$ cat config.mk
export PLATFORM = sky130hd
export DESIGN_NAME = spi_master_tx
export DESIGN_NICKNAME = d
export VERILOG_FILES = /design/src/rtl/spi_pkg.sv /design/src/rtl/spi_clk_div.sv /design/src/rtl/spi_master_tx.sv
export SDC_FILE = /design/constraint.sdc
export NUM_CORES = 1
export LEC_CHECK = 0
export BUFFER_PORTS_ARGS = -buffer_cell sky130_fd_sc_hd__clkbuf_2
export CAP_MARGIN = 40
export CELL_PAD_IN_SITES_DETAIL_PLACEMENT = 0
export CELL_PAD_IN_SITES_GLOBAL_PLACEMENT = 1
export CORE_ASPECT_RATIO = 1.2
export CORE_UTILIZATION = 35
export DETAILED_ROUTE_END_ITERATION = 10
export HOLD_SLACK_MARGIN = 0.15
export MAX_ROUTING_LAYER = met4
export PLACE_DENSITY = 0.63
export SLEW_MARGIN = 20
export SYNTH_ARGS = -nofsm -noshare
export SYNTH_HDL_FRONTEND = slang
export SYNTH_HIERARCHICAL = 1
export SYNTH_SLANG_ARGS = --single-unit
export TNS_END_PERCENT = 20
$ cat constraint.sdc
create_clock -name RST_clk -period 4.37 [get_ports RST_clk]
set_input_delay 1.311 -clock RST_clk [delete_from_list [all_inputs] [get_ports RST_clk]]
set_output_delay 1.311 -clock RST_clk [all_outputs]
set_load 0.05 [all_outputs]
$ cat src/rtl/spi_pkg.sv
// spi_pkg: shared FSM state type, SPI mode encodings and a clog2 helper for the SPI transmitter.
package spi_pkg;

    typedef enum logic [2:0] {IDLE, LEAD, SHIFT, TRAIL, GAP} spi_state_t;

    // {CPOL,CPHA}
    localparam logic [1:0] MODE0 = 2'b00;
    localparam logic [1:0] MODE1 = 2'b01;
    localparam logic [1:0] MODE2 = 2'b10;
    localparam logic [1:0] MODE3 = 2'b11;

    function automatic int clog2(input int v);
        int r;
        r = 0;
        while ((1 << r) < v) r++;
        return r;
    endfunction

endpackage

$ cat src/rtl/spi_clk_div.sv
// spi_clk_div: half-period tick generator; tick fires on the CLK_DIV-th enabled cycle and the count wraps.
module spi_clk_div
    import spi_pkg::*;
#(
    parameter int CLK_DIV = 2000
) (
    input  logic RST_clk,
    input  logic RST_n,
    input  logic enable,
    output logic tick
);

    localparam int CW = clog2(CLK_DIV) + 1;

    logic [CW-1:0] cnt;

    assign tick = enable && (cnt == CW'(CLK_DIV - 1));

    always_ff @(posedge RST_clk or negedge RST_n)
        if (!RST_n) cnt <= '0;
        else        cnt <= (!enable || tick) ? '0 : cnt + 1'b1;

endmodule

$ cat src/rtl/spi_master_tx.sv
// spi_master_tx: parametrised SPI master transmitter with valid/ready input and active-low chip select.
// Define SPI_TX_MISO_EN to add MISO capture (spi_rx_data, rx_data, rx_valid).
module spi_master_tx
    import spi_pkg::*;
#(
    parameter int DATA_W    = 8,
    parameter int CLK_DIV   = 2000,
    parameter int GAP_CYC   = 20,
    parameter bit CPOL      = 1'b0,
    parameter bit CPHA      = 1'b0,
    parameter bit MSB_FIRST = 1'b1
) (
    input  logic              RST_clk,
    input  logic              RST_n,
    input  logic [DATA_W-1:0] tx_data,
    input  logic              tx_valid,
    output logic              tx_ready,
    output logic              spi_clk,
    output logic              spi_tx_data,
    output logic              spi_cs_n,
    output logic              spi_busy
`ifdef SPI_TX_MISO_EN
    ,
    input  logic              spi_rx_data,
    output logic [DATA_W-1:0] rx_data,
    output logic              rx_valid
`endif
);

    localparam int BW = clog2(DATA_W) + 1;
    localparam int GW = clog2(GAP_CYC) + 1;
    localparam logic [BW-1:0] NBITS = BW'(DATA_W);

    spi_state_t state, state_n;
    logic [BW-1:0] bit_cnt;
    logic [GW-1:0] gap_cnt;
    logic [DATA_W-1:0] tx_sr, tx_sr_n;
    logic tick, div_en, accept, lead_edge, sample_edge, shift_edge, last_edge;

    assign div_en    = (state == LEAD) || (state == SHIFT) || (state == TRAIL);
    assign tx_ready  = (state == IDLE);
    assign accept    = tx_valid && tx_ready;
    assign lead_edge = (spi_clk == CPOL);
    assign tx_sr_n   = MSB_FIRST ? (tx_sr << 1) : (tx_sr >> 1);

    spi_clk_div #(.CLK_DIV(CLK_DIV)) u_div (
        .RST_clk (RST_clk),
        .RST_n   (RST_n),
        .enable  (div_en),
        .tick    (tick)
    );

    // The first bit is already on MOSI from LEAD, so the shift edge that would re-present it is skipped.
    always_comb begin
        sample_edge = tick && (state == SHIFT) && (lead_edge != CPHA);
        shift_edge  = tick && (state == SHIFT) && (lead_edge == CPHA) &&
                      (CPHA ? (bit_cnt != '0) : (bit_cnt != NBITS));
        last_edge   = tick && (state == SHIFT) && !lead_edge &&
                      (bit_cnt == (CPHA ? NBITS - 1'b1 : NBITS));
        state_n     = (state == IDLE && accept)                    ? LEAD  :
                      (state == LEAD && tick)                      ? SHIFT :
                      last_edge                                    ? TRAIL :
                      (state == TRAIL && tick)                     ? GAP   :
                      (state == GAP && gap_cnt == GW'(GAP_CYC - 1)) ? IDLE  : state;
    end

    always_ff @(posedge RST_clk or negedge RST_n)
        if (!RST_n) state <= IDLE;
        else        state <= state_n;

    always_ff @(posedge RST_clk or negedge RST_n)
        if (!RST_n) begin
            spi_clk     <= CPOL;
            spi_tx_data <= 1'b1;
            spi_cs_n    <= 1'b1;
            spi_busy    <= 1'b0;
            bit_cnt     <= '0;
            gap_cnt     <= '0;
            tx_sr       <= '0;
        end else begin
            if (accept) begin
                tx_sr       <= tx_data;
                spi_tx_data <= MSB_FIRST ? tx_data[DATA_W-1] : tx_data[0];
                spi_cs_n    <= 1'b0;
                spi_busy    <= 1'b1;
                bit_cnt     <= '0;
            end
            if (tick && state == SHIFT) spi_clk <= ~spi_clk;
            if (sample_edge) bit_cnt <= bit_cnt + 1'b1;
            if (shift_edge) begin
                tx_sr       <= tx_sr_n;
                spi_tx_data <= MSB_FIRST ? tx_sr_n[DATA_W-1] : tx_sr_n[0];
            end
            if (last_edge) spi_tx_data <= 1'b1;
            if (tick && state == TRAIL) spi_cs_n <= 1'b1;
            gap_cnt <= (state == GAP) ? gap_cnt + 1'b1 : '0;
            if (state == GAP && state_n == IDLE) spi_busy <= 1'b0;
        end

`ifdef SPI_TX_MISO_EN
    logic [DATA_W-1:0] rx_sr, rx_sr_n;

    assign rx_sr_n = MSB_FIRST ? {rx_sr[DATA_W-2:0], spi_rx_data} : {spi_rx_data, rx_sr[DATA_W-1:1]};

    // With CPHA=1 the last sample coincides with the final edge, so it is folded in directly.
    always_ff @(posedge RST_clk or negedge RST_n)
        if (!RST_n) begin
            rx_sr    <= '0;
            rx_data  <= '0;
            rx_valid <= 1'b0;
        end else begin
            if (sample_edge) rx_sr <= rx_sr_n;
            rx_valid <= last_edge;
            if (last_edge) rx_data <= sample_edge ? rx_sr_n : rx_sr;
        end
`endif

endmodule

### Word level (Yosys, flattened, before mapping)

Index checks and enable logic that the tools add are counted.

* flip-flop bits (word level): 36
* input bits: 11
* output and inout port bits: 5
* logic and storage cells: 62

* $add $sub $neg: 3
* equal/unequal tests: 8
* multiplexer cells: 18
* bitwise gates (word level): 1
* reductions and logical operators: 23

Operators with widths (count)
* 2-to-1 mux 3 bit: 5
* 2-to-1 mux 7 bit: 2
* adder 12 x 1 -> 12 bit (second input constant): 1
* == test 12 x 11 -> 1 bit (second input constant): 1
* logical AND 1 bit: 12
* 2-to-1 mux 12 bit: 1
* 2-to-1 mux 4 bit: 2
* nonzero test 2 bit: 4
* 2-to-1 mux 1 bit: 7
* adder 6 x 1 -> 6 bit (second input constant): 1
* == test 3 x 2 -> 1 bit (second input constant): 2
* == test 6 x 5 -> 1 bit (second input constant): 1
* zero test 3 bit: 2
* 2-to-1 mux 6 bit: 1
* adder 4 x 1 -> 4 bit (second input constant): 1
* == test 4 bit (second input constant): 1
* != test 4 bit (second input constant): 1
* == test 3 x 1 -> 1 bit (second input constant): 1
* == test 3 bit (second input constant): 1
* logical OR 1 bit: 3
* nonzero test 3 bit: 1
* zero test 1 bit: 1
* inverter 1 bit: 1

### Longest topological paths before layout

* depth in word-level cells: 13
* gate-level depth with buffers: 9
* gate-level depth less buffers: 7

### Cells and area by module

The synthesis kept the hierarchy.

By module, submodules not included
* spi_master_tx: times used 1, cells an instance 116, area each 1222.4 µm², sequential area each 603.1 µm²
* spi_clk_div: times used 1, cells an instance 57, area each 598.1 µm², sequential area each 300.3 µm²

### Least setup slack after synthesis

Ideal clock, no wire load.

* path type: register -> output
* from: register state[2]
* to: output port tx_ready
* arrival: 1.656 ns
* required time: 3.059 ns
* slack: 1.403 ns
* stages on the path, launching flop included: 3
* path buffers: 1
* path through: dfrtp_1 > buf_2 > nor3_1

* longest elaborated chain between the ends: 1

RTL lines
* start, declared: RTL line spi_master_tx.sv:34 `spi_state_t state, state_n;`
* start signal, assigned: RTL line spi_master_tx.sv:69 `else state <= state_n;`
* zero test 3 bit: RTL line spi_master_tx.sv:41 `assign tx_ready = (state == IDLE);`
* end, declared: RTL line spi_master_tx.sv:17 `output logic tx_ready,`

Every way passes these cells.

### Final worst setup path

* from: register state[0]
* to: register tx_sr[3]

* longest elaborated chain between the ends: 8
* elaborated cells on any way between the ends: 13
* those cells by class: eq/ne: 3; mux: 1; reduce/logical: 9

RTL lines
* == test 3 x 1 -> 1 bit or == test 3 x 2 -> 1 bit (tied branches): RTL line spi_master_tx.sv:40 `assign div_en = (state == LEAD) || (state == SHIFT) || (state == TRAIL);`
* logical OR 1 bit: RTL line spi_master_tx.sv:40
* logical OR 1 bit *: RTL line spi_master_tx.sv:40
* net div_en: RTL line spi_master_tx.sv:38 `logic tick, div_en, accept, lead_edge, sample_edge, shift_edge, last_edge;`
* logical AND 1 bit *: RTL line spi_clk_div.sv:17 `assign tick = enable && (cnt == CW'(CLK_DIV - 1));`
* net tick: RTL line spi_master_tx.sv:38
* logical AND 1 bit * (3 in series): RTL line spi_master_tx.sv:56 `shift_edge = tick && (state == SHIFT) && (lead_edge == CPHA) &&`
* 2-to-1 mux 7 bit or nonzero test 2 bit (tied branches)
* end signal, assigned: RTL line spi_master_tx.sv:82 `tx_sr <= tx_data;`
* end signal, assigned: RTL line spi_master_tx.sv:91 `tx_sr <= tx_sr_n;`
* end, declared: RTL line spi_master_tx.sv:37 `logic [DATA_W-1:0] tx_sr, tx_sr_n;`

The timed path passes the listed nets; every way through them passes the cells marked *.
A chain may end at the register's enable or synchronous reset.

==> results by group <==
Clocking
  • Worst skew pair latency: 0.29 ns
  • Post-CTS sizing: 0
  • CTS tree: yes
  • Maximum clock path buffer count: 2
  • # hold bufs at CTS: 0
  • CTS clock-pin slew for the worst setup and hold paths: 0.07 ns
  • Clock sinks: 36
  • Total CTS buffers: 5
  • Root buffer cell: clkbuf_8
  • H-tree depth: 2
  • Post-CTS Setup Inserts: 0

Synthesis
  • Post-synthesis xor/xnor area fraction: 3.85%
  • Mux cell area share after synthesis: 0.619%
  • Ys async rst share: 100%
  • Post-synthesis instance area: 1820 um^2
  • Top-count cell post-synth: dfrtp_1
  • EDFF count, synth: 0
  • Top cells by count, synth: 34 x dfrtp_1, 14 x nand2_1, 13 x nor2_1, 11 x a21oi_1, 8 x o21ai_0
  • Synth cell types: 46
  • Syn Inst Count: 173
  • Synth Area in Adders: 2.75%
  • Area contributors post-synth: dfrtp_1 47%, a221o_1 3.3%, a21oi_1 3.0%
  • Dominant synthesized flop cell: dfrtp_1
  • Top-area cell type share of the netlist area: 46.7%
  • Main combinational cell family by area after synthesis: simple AND/OR/NAND/NOR gates
  • Synthesis Warnings: 6
  • Most area-hungry cell type in the Yosys netlist: dfrtp_1
  • Syn Nets: 188
  • Seq/Total Area, Yosys: 49.6%
  • Flops & latches, synth: 36
  • Compound-Gate Fraction of Synth Area: 15.9%
  • Syn_area_per_cell: around 11 um^2
  • Synth Area in Simple Gates: 23.4%

Placed design
  • Placed cells: roughly 240
  • GP Congestion: about 0.8
  • DPL Wire Length: 2.53 mm
  • Port buffer count: 15
  • Cell Area, Placed: roughly 2000 um^2
  • DP Worst Slack: 1.45 ns

Global route
  • Most Used Layer, Global Route: met2
  • Overflow after GRT: 0
  • Antenna violations before repair: 0
  • Number of global-route vias before repair: 1252
  • GR Util met3: under 10%
  • Global-route wire length before repair: 5.95 mm
  • Largest net degree at the start of global routing: 20
  • Met1 Use GR: 19.8%
  • Met2 usage: 21.6%
  • Gr usage total: 15.1%

Floorplan
  • Core ar.: just under 5000 um^2
  • Chip Height: 81.0 um
  • Die width: about 68 um
  • Starting Density: 36.6%
  • DIE AREA: 5490 um^2
  • # rows: 28
  • Io pins: 16

Critical path
  • CP endpoint: tx_sr[3]$_DFFE_PN0P_
  • Reg-to-Reg Start: state[0]$_DFF_PN0_
  • Critical Path Sink Type: register
  • Cell mode on critical path: nor2_1
  • Worst Path Arrival: 3.13 ns
  • Worst setup SP type: register
  • Crit-path cells: nor2_1, nor2_1, inv_1, nor4_1, nand4bb_1, o31a_4, a221o_1
  • WP buf/inv: 1
  • Cell depth of the worst setup path: 7
  • Cell family with most CP delay: simple AND/OR/NAND/NOR gates
  • FF-to-FF path depth: 7
  • WP data required: approximately 4.5 ns
  • CP startpoint: state[0]$_DFF_PN0_
  • Reg2reg end: tx_sr[3]$_DFFE_PN0P_
  • Worst-path cell with the longest stage delay: nor4_1
  • Max FO, Critical Path: 13
  • Worst stage delay on the critical path: 0.67 ns
  • Worst R2R Setup Slack: approximately 1.4 ns
  • WS Path Type: reg -> reg

Run status
  • Status: finished clean

Job
  • Max Cap Viol: 0

STA
  • Setup WS post-layout: 1.41 ns
  • Fin crit share: roughly two thirds
  • Post-layout min period: 2.96 ns
  • Max Clk Rate: 0.338 GHz
  • Rel. slew slack: between 50% and 60%
  • Worst Hold Margin: 0.483 ns
  • Worst-margin pin slew: 0.741 ns
  • RSZ-0062 raised after global routing: false
  • Setup Skew: 0.00253 ns
  • Final setup fails: 0
  • Fin. Hold Viols: 0
  • Slew Viols, Final: 0
  • Sum Neg Setup Slack: 0 ns

Power and ir drop
  • Power density over the cells: between 200 and 300 nW/um^2
  • IR drop worst, VDD: 102 uV
  • Tot Pwr: 0.597 mW
  • P_leak: roughly 0.86 nW

Drt
  • Via/cell ratio: 5.24
  • DR iter-0 viols: 38
  • Router iterations before antenna repair: 4
  • Via count: approximately 1300
  • Post-route DRC: 0
  • Routed wire per std cell: 13.8 um
  • Final ANT Viol Nets: 0
  • Routed Wire Length: roughly 3.5 mm

Layout
  • Inserted Diodes: 0
  • NumNets Final: 204
  • Layout Utilization: 41.2%
  • Final Cell Area: between 2000 and 2500 um^2
  • Non-Filler Instances: 250
  • Area growth, synth to finish: 12.5%
  • Layout cells sized above 1: 21.1%

Min path
  • Hold Path Class: reg -> reg
## worst min path at each step
stage / slack [ns] / cells after the start / endpoint / startpoint
detailed placement: 0.48 / 1 / u_div/cnt[0]$_DFF_PN0_ / u_div/cnt[0]$_DFF_PN0_
global route: 0.51 / 1 / gap_cnt[0]$_DFF_PN0_ / gap_cnt[0]$_DFF_PN0_
global placement: 0.46 / 1 / u_div/cnt[0]$_DFF_PN0_ / u_div/cnt[0]$_DFF_PN0_
floorplan: 0.45 / 1 / u_div/cnt[0]$_DFF_PN0_ / u_div/cnt[0]$_DFF_PN0_
CTS: 0.48 / 1 / u_div/cnt[0]$_DFF_PN0_ / u_div/cnt[0]$_DFF_PN0_
finish: 0.48 / 1 / u_div/cnt[0]$_DFF_PN0_ / u_div/cnt[0]$_DFF_PN0_
## state kept, by name (all words and copies together) (netlist names)
register / flops
spi_tx_data: 1
state: 3
u_div/cnt: 12
spi_busy: 1
spi_clk: 1
gap_cnt: 6
spi_cs_n: 1
bit_cnt: 4
tx_sr: 7
## cells in the final DEF, fill, tap and decap left out, types with 2 or more instances in the layout
| master | instances |
|---|---|
| nand4bb_1 | 2 |
| nor4b_1 | 2 |
| dfstp_2 | 2 |
| and2_2 | 6 |
| nand3_1 | 6 |
| inv_1 | 7 |
| clkbuf_8 | 6 |
| o211ai_1 | 2 |
| o21ai_0 | 8 |
| nand3_2 | 2 |
| ha_1 | 4 |
| nor2_1 | 13 |
| o31ai_1 | 5 |
| xnor2_1 | 3 |
| clkbuf_2 | 15 |
| o21ai_1 | 2 |
| xor2_1 | 5 |
| or3_1 | 5 |
| or4_1 | 3 |
| clkbuf_1 | 2 |
| dfrtp_1 | 34 |
| a21oi_1 | 11 |
| nand2_1 | 14 |
| nor4_1 | 2 |
| nand4_1 | 3 |
| a221o_1 | 6 |
## worst reg2reg max path, delay by kind of cell, from the launching register on
kind                   cells  cell delay, ns
AO/OA/AOI/OAI              2            0.75
flip-flops                 1            0.54
AND/OR/NAND/NOR            4            1.46
buffers and inverters      1            0.10
## power by group
group          total [mW]  internal, mW  switching, mW  leakage, nW
clock               0.241         0.128          0.113       0.0455
combinational      0.0176       0.00871        0.00886        0.360
sequential          0.339         0.337        0.00199        0.453
total               0.597         0.474          0.123        0.858
## kinds of logic (layout without fill, tap and decap cells)
logic type | Yosys count | after routing
buf+inv | 15 | 32
flops | 36 | 36
fa+ha+maj | 4 | 4
compound gates | 40 | 40
simple gates | 69 | 69
xor+xnor | 8 | 8
mux | 1 | 1
## layout make-up
| class | instances | area [um^2] |
|---|---|---|
| Fill cell | 499 | 2930 |
| Sequential cell | 36 | 903 |
| Multi-Input combinational cell | 122 | 847 |
| Timing Repair Buffer | 16 | 103 |
| Clock buffer | 8 | 90.1 |
| Tap cell | 60 | 75.1 |
| Inverter | 8 | 30.0 |
## routing by layer
layer | up-vias | routed length [um]
met5 | - | 0
met4 | 0 | 62
met3 | 5 | 115
met2 | 16 | 1510
met1 | 630 | 1780
li1 | 660 | -
Power figures use the tool's default switching activity.
